==> config.mk <==
export PLATFORM = sky130hd
export DESIGN_NAME = fft_result_streamer
export DESIGN_NICKNAME = d
export VERILOG_FILES = /design/src/rtl/fft_result_streamer_pkg.sv /design/src/rtl/fft_result_streamer_fifo.sv /design/src/rtl/fft_result_streamer.sv
export SDC_FILE = /design/constraint.sdc
export NUM_CORES = 1
export LEC_CHECK = 0
export ABC_AREA = 1
export CAP_MARGIN = 10
export CORE_UTILIZATION = 40
export CTS_BUF_LIST = sky130_fd_sc_hd__clkbuf_16
export CTS_CLUSTER_SIZE = 16
export DETAILED_ROUTE_END_ITERATION = 8
export PLACE_DENSITY = 0.68
export SYNTH_ARGS = -nofsm -noshare
export SYNTH_HDL_FRONTEND = slang
export SYNTH_SLANG_ARGS = --single-unit
export TNS_END_PERCENT = 100
==> constraint.sdc <==
create_clock -name clk -period 4.1 [get_ports clk]
set_input_delay 0.82 -clock clk [delete_from_list [all_inputs] [get_ports clk]]
set_output_delay 0.82 -clock clk [all_outputs]
set_load 0.02 [all_outputs]
==> src/rtl/fft_result_streamer_pkg.sv <==
// fft_result_streamer_pkg: shared FFT constants, stream beat type and bit reversal
package fft_result_streamer_pkg;
  localparam int N_LOG2 = 10;
  localparam int DW_COMPLEX = 32;
  localparam logic [N_LOG2:0] N_BINS = {1'b1, {N_LOG2{1'b0}}};
  localparam logic [N_LOG2:0] LAST_K = {1'b0, {N_LOG2{1'b1}}};
  typedef struct packed {
    logic signed [DW_COMPLEX/2-1:0] r;
    logic signed [DW_COMPLEX/2-1:0] i;
  } complex_t;
  typedef struct packed {
    complex_t data;
    logic [N_LOG2-1:0] idx;
    logic last;
  } stream_beat_t;
  localparam int BEAT_W = $bits(stream_beat_t);
  function automatic logic [N_LOG2-1:0] bitrev(input logic [N_LOG2-1:0] a);
    logic [N_LOG2-1:0] r;
    for (int b = 0; b < N_LOG2; b++) r[b] = a[N_LOG2-1-b];
    return r;
  endfunction
endpackage

==> src/rtl/fft_result_streamer_fifo.sv <==
// fft_result_streamer_fifo: two-entry beat FIFO allowing simultaneous push and pop
module fft_result_streamer_fifo
  import fft_result_streamer_pkg::*;
(
  input  logic              clk,
  input  logic              rst_n,
  input  logic              push,
  input  logic              pop,
  input  logic [BEAT_W-1:0] din,
  output logic [BEAT_W-1:0] head,
  output logic [1:0]        cnt,
  output logic              empty
);
  logic [BEAT_W-1:0] e0_q, e0_d, e1_q, e1_d;
  logic [1:0] cnt_q, cnt_d;
  logic rd, wr, slot;
  assign rd = pop && cnt_q != 2'd0;
  assign wr = push && (cnt_q != 2'd2 || rd);
  assign slot = (cnt_q - 2'(rd)) != 2'd0;
  always_comb begin
    e0_d = wr && !slot ? din : rd ? e1_q : e0_q;
    e1_d = wr && slot ? din : e1_q;
    cnt_d = cnt_q + 2'(wr) - 2'(rd);
  end
  always_ff @(posedge clk or negedge rst_n) begin
    if (!rst_n) begin
      e0_q <= '0;
      e1_q <= '0;
      cnt_q <= '0;
    end else begin
      e0_q <= e0_d;
      e1_q <= e1_d;
      cnt_q <= cnt_d;
    end
  end
  assign head = e0_q;
  assign cnt = cnt_q;
  assign empty = cnt_q == 2'd0;
endmodule

==> src/rtl/fft_result_streamer.sv <==
// fft_result_streamer: streams the final FFT bank out in natural bin order over valid/ready
module fft_result_streamer
  import fft_result_streamer_pkg::*;
#(
  parameter bit BIT_REV = 1'b1
) (
  input  logic                  clk,
  input  logic                  rst_n,
  input  logic                  start,
  input  logic                  src_bank,
  output logic                  ram0_en,
  output logic [N_LOG2-1:0]     ram0_addr,
  input  logic [DW_COMPLEX-1:0] ram0_dout,
  output logic                  ram1_en,
  output logic [N_LOG2-1:0]     ram1_addr,
  input  logic [DW_COMPLEX-1:0] ram1_dout,
  output logic                  m_valid,
  input  logic                  m_ready,
  output logic [DW_COMPLEX-1:0] m_data,
  output logic [N_LOG2-1:0]     m_index,
  output logic                  m_last,
  output logic                  busy,
  output logic                  done
);
  typedef enum logic [1:0] {IDLE, RUN, DRAIN, FIN} state_t;
  state_t state_q, state_d;
  logic [N_LOG2:0] k_q, k_d;
  logic [N_LOG2-1:0] tag_idx_q, tag_idx_d, addr;
  logic bank_q, bank_d, inflight_q, inflight_d, tag_last_q, tag_last_d;
  logic busy_q, busy_d, done_q, done_d;
  logic issue, pop, empty;
  logic [1:0] cnt;
  logic [2:0] occ;
  stream_beat_t din, head;
  assign pop = !empty && m_ready;
  assign occ = 3'(cnt) + 3'(inflight_q) - 3'(pop);
  assign issue = state_q == RUN && occ < 3'd2;
  assign addr = BIT_REV ? bitrev(k_q[N_LOG2-1:0]) : k_q[N_LOG2-1:0];
  assign ram0_en = issue && !bank_q;
  assign ram1_en = issue && bank_q;
  assign ram0_addr = ram0_en ? addr : '0;
  assign ram1_addr = ram1_en ? addr : '0;
  assign din = {bank_q ? ram1_dout : ram0_dout, tag_idx_q, tag_last_q};
  fft_result_streamer_fifo u_fifo (
    .clk(clk),
    .rst_n(rst_n),
    .push(inflight_q),
    .pop(pop),
    .din(din),
    .head(head),
    .cnt(cnt),
    .empty(empty)
  );
  always_comb begin
    state_d = state_q;
    k_d = state_q == IDLE ? '0 : k_q + (N_LOG2+1)'(issue);
    bank_d = state_q == IDLE && start ? src_bank : bank_q;
    inflight_d = issue;
    tag_idx_d = issue ? k_q[N_LOG2-1:0] : tag_idx_q;
    tag_last_d = issue ? k_q == LAST_K : tag_last_q;
    done_d = 1'b0;
    case (state_q)
      IDLE: state_d = start ? RUN : IDLE;
      RUN: state_d = k_d == N_BINS ? DRAIN : RUN;
      DRAIN: begin
        state_d = pop && head.last ? FIN : DRAIN;
        done_d = pop && head.last;
      end
      default: state_d = IDLE;
    endcase
    busy_d = state_d != IDLE;
  end
  always_ff @(posedge clk or negedge rst_n) begin
    if (!rst_n) begin
      state_q <= IDLE;
      k_q <= '0;
      bank_q <= 1'b0;
      inflight_q <= 1'b0;
      tag_idx_q <= '0;
      tag_last_q <= 1'b0;
      busy_q <= 1'b0;
      done_q <= 1'b0;
    end else begin
      state_q <= state_d;
      k_q <= k_d;
      bank_q <= bank_d;
      inflight_q <= inflight_d;
      tag_idx_q <= tag_idx_d;
      tag_last_q <= tag_last_d;
      busy_q <= busy_d;
      done_q <= done_d;
    end
  end
  assign m_valid = !empty;
  assign m_data = head.data;
  assign m_index = head.idx;
  assign m_last = !empty && head.last;
  assign busy = busy_q;
  assign done = done_q;
endmodule

* Yosys cells after proc, flatten, opt, wreduce, memory -nomap -nowiden
Index checks and enable logic that the tools add are counted.
** Storage, ports and cells
- Register bits after elaboration :: 116
- Output and inout bits :: 68
- Logic and storage cells :: 55
** Cells by class
- $add $sub $neg :: 6
- Order comparisons :: 1
- Equal/unequal tests :: 5
- Muxes and demuxes :: 11
- Reduce and logical (&&, ||, !) cells :: 21
** Operators with widths (number)
- $mux W43 :: 2
- $mux W32 :: 1
- $mux W10 :: 2
- $add A11 B1 Y11 :: 1
- $eq A11 B10 Y1 const B :: 1
- $eq A11 B11 Y1 const B :: 1
- $logic_and A1 B1 Y1 :: 11
- $mux W11 :: 1
- $reduce_bool A2 Y1 :: 4
- $pmux W2 S3 :: 1
- $logic_not A2 Y1 :: 2
- $sub A2 B1 Y2 :: 2
- $add A2 B1 Y3 :: 1
- $logic_not A1 Y1 :: 3
- $lt A3 B2 Y1 const B :: 1
- $mux W1 :: 3
- $sub A3 B1 Y3 :: 1
- $add A2 B1 Y2 :: 1
- $eq A2 B1 Y1 const B :: 1
- $eq A2 B2 Y1 const B :: 1
- $mux W2 :: 1
- $ne A2 B2 Y1 const B :: 1
- $logic_or A1 B1 Y1 :: 1

* Logic depth before layout (Yosys ltp)
Gate-level depths: netlist of the first run.
- Depth in word-level cells :: 12
- Depth in mapped cells :: 25
- Mapped depth without buffers :: 23

* Modules after synthesis
From an unflattened synthesis of the first run, not the netlist that was laid out.
** Unflattened totals
- Cell total of the unflattened synthesis :: 895
- Area total of the unflattened synthesis :: 6366.1 um^2
** Modules (own cells, without submodules)
- fft_result_streamer_fifo :: instances 1, cells each 585, area an instance 4459.3 um^2
- fft_result_streamer :: instances 1, cells each 310, area an instance 1906.8 um^2

* Worst setup path after synthesis of the first run
Ideal clock, no wire load.
- Path kind :: input to register
- From :: input port m_ready
- To :: register busy_q, in the netlist busy
- Library setup time :: 0.118 ns
- Arrival time :: 3.814 ns
- Data required time :: 3.982 ns
- Path slack :: 0.168 ns
- Stages :: 24
- Path buffers :: 2
- Cells stage by stage :: inv_2 nor2_2 buf_2 ha_1 inv_1 nand2_1 fa_1 xnor2_1 nand3_1 inv_1 clkbuf_1 ha_1 ha_1 nand2_2 nor2_4 inv_1 nand3_2 nand3_1 nor2_1 nand3_1 nand2_1 nand2_1 nand2_1 nand2_1
** Between the ends
- Word-level cells in the longest chain between the ends :: 10
- Elaborated cells between the ends (all ways) :: 12
** RTL lines
- start, declared :: RTL line fft_result_streamer.sv:18 : input logic m_ready,
- $logic_and A1 B1 Y1 :: RTL line fft_result_streamer.sv:35 : assign pop = !empty && m_ready;
- $sub A3 B1 Y3 :: RTL line fft_result_streamer.sv:36 : assign occ = 3'(cnt) + 3'(inflight_q) - 3'(pop);
- $lt A3 B2 Y1 :: RTL line fft_result_streamer.sv:37 : assign issue = state_q == RUN && occ < 3'd2;
- $logic_and A1 B1 Y1 :: RTL line fft_result_streamer.sv:37
- net inflight_d :: RTL line fft_result_streamer.sv:29 : logic bank_q, bank_d, inflight_q, inflight_d, tag_last_q, tag_last_d;
- $add A11 B1 Y11 :: RTL line fft_result_streamer.sv:56 : k_d = state_q == IDLE ? '0 : k_q + (N_LOG2+1)'(issue);
- $mux W11 :: RTL line fft_result_streamer.sv:56
- $eq A11 B11 Y1 :: RTL line fft_result_streamer.sv:64 : RUN: state_d = k_d == N_BINS ? DRAIN : RUN;
- $mux W2 :: RTL line fft_result_streamer.sv:64
- $pmux W2 S3 :: RTL line fft_result_streamer.sv:62 : case (state_q)
- $reduce_bool A2 Y1 :: RTL line fft_result_streamer.sv:71 : busy_d = state_d != IDLE;
- net busy_d :: RTL line fft_result_streamer.sv:30 : logic busy_q, busy_d, done_q, done_d;
- end signal, assigned :: RTL line fft_result_streamer.sv:90 : busy_q <= busy_d;
- end, declared :: RTL line fft_result_streamer.sv:30
The timed path passes the listed nets, and every way through them passes these cells.
A chain may end at the register's enable or synchronous reset.

* Worst setup path in the final report of the first run
- From :: input port m_ready
- To :: output port ram1_addr[1]
** Between the ends
- Word-level cells in the longest chain between the ends :: 6
** RTL lines
- $logic_and A1 B1 Y1 :: RTL line fft_result_streamer.sv:35
- $sub A3 B1 Y3 :: RTL line fft_result_streamer.sv:36
- $lt A3 B2 Y1 :: RTL line fft_result_streamer.sv:37
- $logic_and A1 B1 Y1 :: RTL line fft_result_streamer.sv:37
- $logic_and A1 B1 Y1 :: RTL line fft_result_streamer.sv:40 : assign ram1_en = issue && bank_q;
- $mux W10 :: RTL line fft_result_streamer.sv:42 : assign ram1_addr = ram1_en ? addr : '0;
- end, declared :: RTL line fft_result_streamer.sv:15 : output logic [N_LOG2-1:0] ram1_addr,
Every way passes these cells.

==> results_dict.tcl, run 1 <==
set metrics [dict create \
    synthFlopType "dfrtp_1" \
    worstMarginPinSlew_ps 932 \
    power-per-cell-area_mw_per_mm2 659 \
    met3_usage_pct 5.10 \
    ys_top_cells_by_count "nand2_1, dfrtp_1, inv_1" \
    ys_seq_elements 116 \
    busiest_layer "met2" \
    relSlewSlack_pct 37.9 \
    seq_area_sq_mm 0.00290 \
    overflow 0 \
    path_class "in -> out" \
    synth_warnings 0 \
    gp_congestion 0.840 \
    multi_input_area_sq_mm 0.00241 \
    place.port_buffers 136 \
    dieArea_sq_mm 0.0160 \
    leakagePower_nw 3.99 \
    cts_htree_levels 4 \
    setup_viol 0 \
    crit_fanout 19 \
    whs_ps 469 \
    dp_cells 1032 \
    required_ps 3280 \
    syn_area_sq_mm 0.00619 \
    end_kind "output port" \
    ys_types 29 \
    grt_pass1_vias 4647 \
    synth_top_cell_by_area "dfrtp_1" \
    reg2reg_slack_ps 540 \
    vias 5029 \
    synth_area_leaders "dfrtp_1, nand2_1, o211ai_2, inv_1, buf_4" \
    area_growth_pct 28.7 \
    die_w_microns 126 \
    pin_count 137 \
    postSynthAreaPerCell_sq_um 8.14 \
    clk_latency_ps 410 \
    grt_pass1_wl_microns 23800 \
    clockBufferDepth 2 \
    fill_cells 1419 \
    use_met1_pct 26.2 \
    vias_per_cell 4.73 \
    antenna_found_initial 0 \
    status "completed" \
    hold_viol 0 \
    total_power_w 0.00525 \
    synth_nets 835 \
    drv_cap 0 \
    layoutNonFillerInstCount 1063 \
    drc_errors 0 \
    arrival_ps 3090 \
    min_period_ps 3910 \
    die_h_microns 126 \
    routed_wl_microns 14300 \
    yosysSeqAreaShare_pct 46.9 \
    drt_iter0_drc 330 \
    final_core_util_pct 52.6 \
    ir_worst_vdd_mv 0.465 \
    fin_nets 938 \
    cts_sinks 116 \
    drt_first_pass_iters 5 \
    antenna_cells 0 \
    dp_hpwl_microns 9250 \
    fin_crit_sh_pct 95.5 \
    grt_max_degree 68 \
    fmax_mhz 255 \
    synthCells 760 \
    synth.most_common_cell "nand2_1" \
    drive_gt1_share_pct 15.1 \
    antenna_left 0 \
    min_path_type "reg -> reg" \
    wire_per_inst_microns 13.4 \
    grt_use_total_pct 19.0 \
    netlist.area_leader.share_pct 46.9 \
    initial_core_util_pct 40.9 \
    post-cts-setup-buffers 0 \
    met2_usage_pct 29.1 \
    synth_edf_count 0 \
    drv_slew 0 \
    start_kind "primary input" \
    rsz0062_at_grt "false" \
    coreArea_sq_mm 0.0151 \
    finClkSkew_ps 15.7 \
    clockRootBuffer "clkbuf_16" \
    cts_buffers 17 \
    synthArstFlopShare_pct 100 \
    num_rows 45 \
    cts_tree "yes" \
    clk_pin_slew_ps 50 \
]
-- area by class of cell --
type,count,area share [%]
Tap cell,188,2.95
Inverter,100,4.71
Clock buffer,17,5.34
Timing Repair Buffer,163,18.8
Clock inverter,14,1.52
Sequential cell,116,36.4
Multi-Input combinational cell,465,30.2
-- per-layer routing --
metal  routed length [microns]  share of wire [%]
met3                       827                5.8
met2                      6590                 46
met5                         0                  0
met1                      6790                 47
met4                        82               0.57
-- where the power goes --
group	switching, W	leakage (nW)	internal [W]
logic	0.00126	2.20	0.000848
registers	0.000208	1.52	0.00156
clock network	0.000499	0.276	0.000873
-- layout by cell type (no fill, tap or decap), drive strengths merged --
master / n
dfrtp: 116
o21ai: 24
buf: 29
nand3: 62
dlygate4sd2: 2
clkbuf: 36
inv: 100
clkinv: 11
o221ai: 11
o32ai: 1
fa: 1
o21bai: 1
nor2: 39
nand2: 279
nand4: 5
a21oi: 2
bufinv: 2
xnor2: 3
clkdlybuf4s50: 113
clkinvlp: 1
o211ai: 32
ha: 5
-- logic make-up after synthesis --
| logic type | after synthesis | share of synthesized area [%] |
|---|---|---|
| AND/OR/NAND/NOR | 385 | 25.6 |
| buffers and inverters | 179 | 14.4 |
| flip-flops | 116 | 46.9 |
| AO/OA/AOI/OAI | 71 | 11.4 |
| adder cells (fa/ha/maj) | 6 | 1.33 |
| XOR/XNOR | 3 | 0.425 |
-- worst paths after layout --
kind,startpoint,end,cells past startpoint
min,u_fifo.e1_q[42]$_DFFE_PN0P_,u_fifo.e1_q[42]$_DFFE_PN0P_,2
max in group asynchronous,rst_n,u_fifo.e1_q[38]$_DFFE_PN0P_,2
max reg2reg,u_fifo.cnt[1]$_DFF_PN0_,busy$_DFF_PN0_,24
min in group asynchronous,rst_n,u_fifo.head[17]$_DFFE_PN0P_,1
max,m_ready,ram1_addr[1],14
min reg2reg,u_fifo.e1_q[42]$_DFFE_PN0P_,u_fifo.e1_q[42]$_DFFE_PN0P_,2
-- per-stage QoR --
stage          setup WS (ps)  area, sq um  setup TNS (ps)
3_5_place_dp            -259         7520           -5170
3_3_place_gp            -198         7520           -3800
5_1_grt                 14.1         7970               0
4_1_cts                 16.1         8040               0
2_1_floorplan            168         6190               0
6_report                 186         7970               0
-- flip-flops by register name, indices dropped and copies added, names as in the netlist --
| signal | flops |
|---|---|
| done | 1 |
| inflight_q | 1 |
| tag_last_q | 1 |
| u_fifo.e1_q | 43 |
| busy | 1 |
| u_fifo.head | 43 |
| tag_idx_q | 10 |
| k_q | 11 |
| state_q | 2 |
| u_fifo.cnt | 2 |
| bank_q | 1 |
-- critical path, cell delays in order --
cell	delay, ps
clkdlybuf4s50_1	490
inv_2	60
nor2_4	100
ha_1	220
inv_1	50
nand2_1	50
fa_1	370
xnor2_1	170
nand3_1	100
inv_1	110
buf_12	150
nand2_1	100
nor2_1	100
clkbuf_2	190
-- repair_timing --
item | 4_1_cts | 5_1_grt
cloned | 0 | 0
pin swaps | 0 | 1
endpoints found under the setup margin | 22 | 22
resized for setup | 22 | 43
hold buffers | 0 | 0
Note: power is estimated with default switching activity, not from simulation.
==> run 2, diff against run 1 <==
Settings changed: CTS_CLUSTER_SIZE 16 to default.
==> results of run 2 <==
No change in the layout: final DEF, timing and power equal those of run 1.
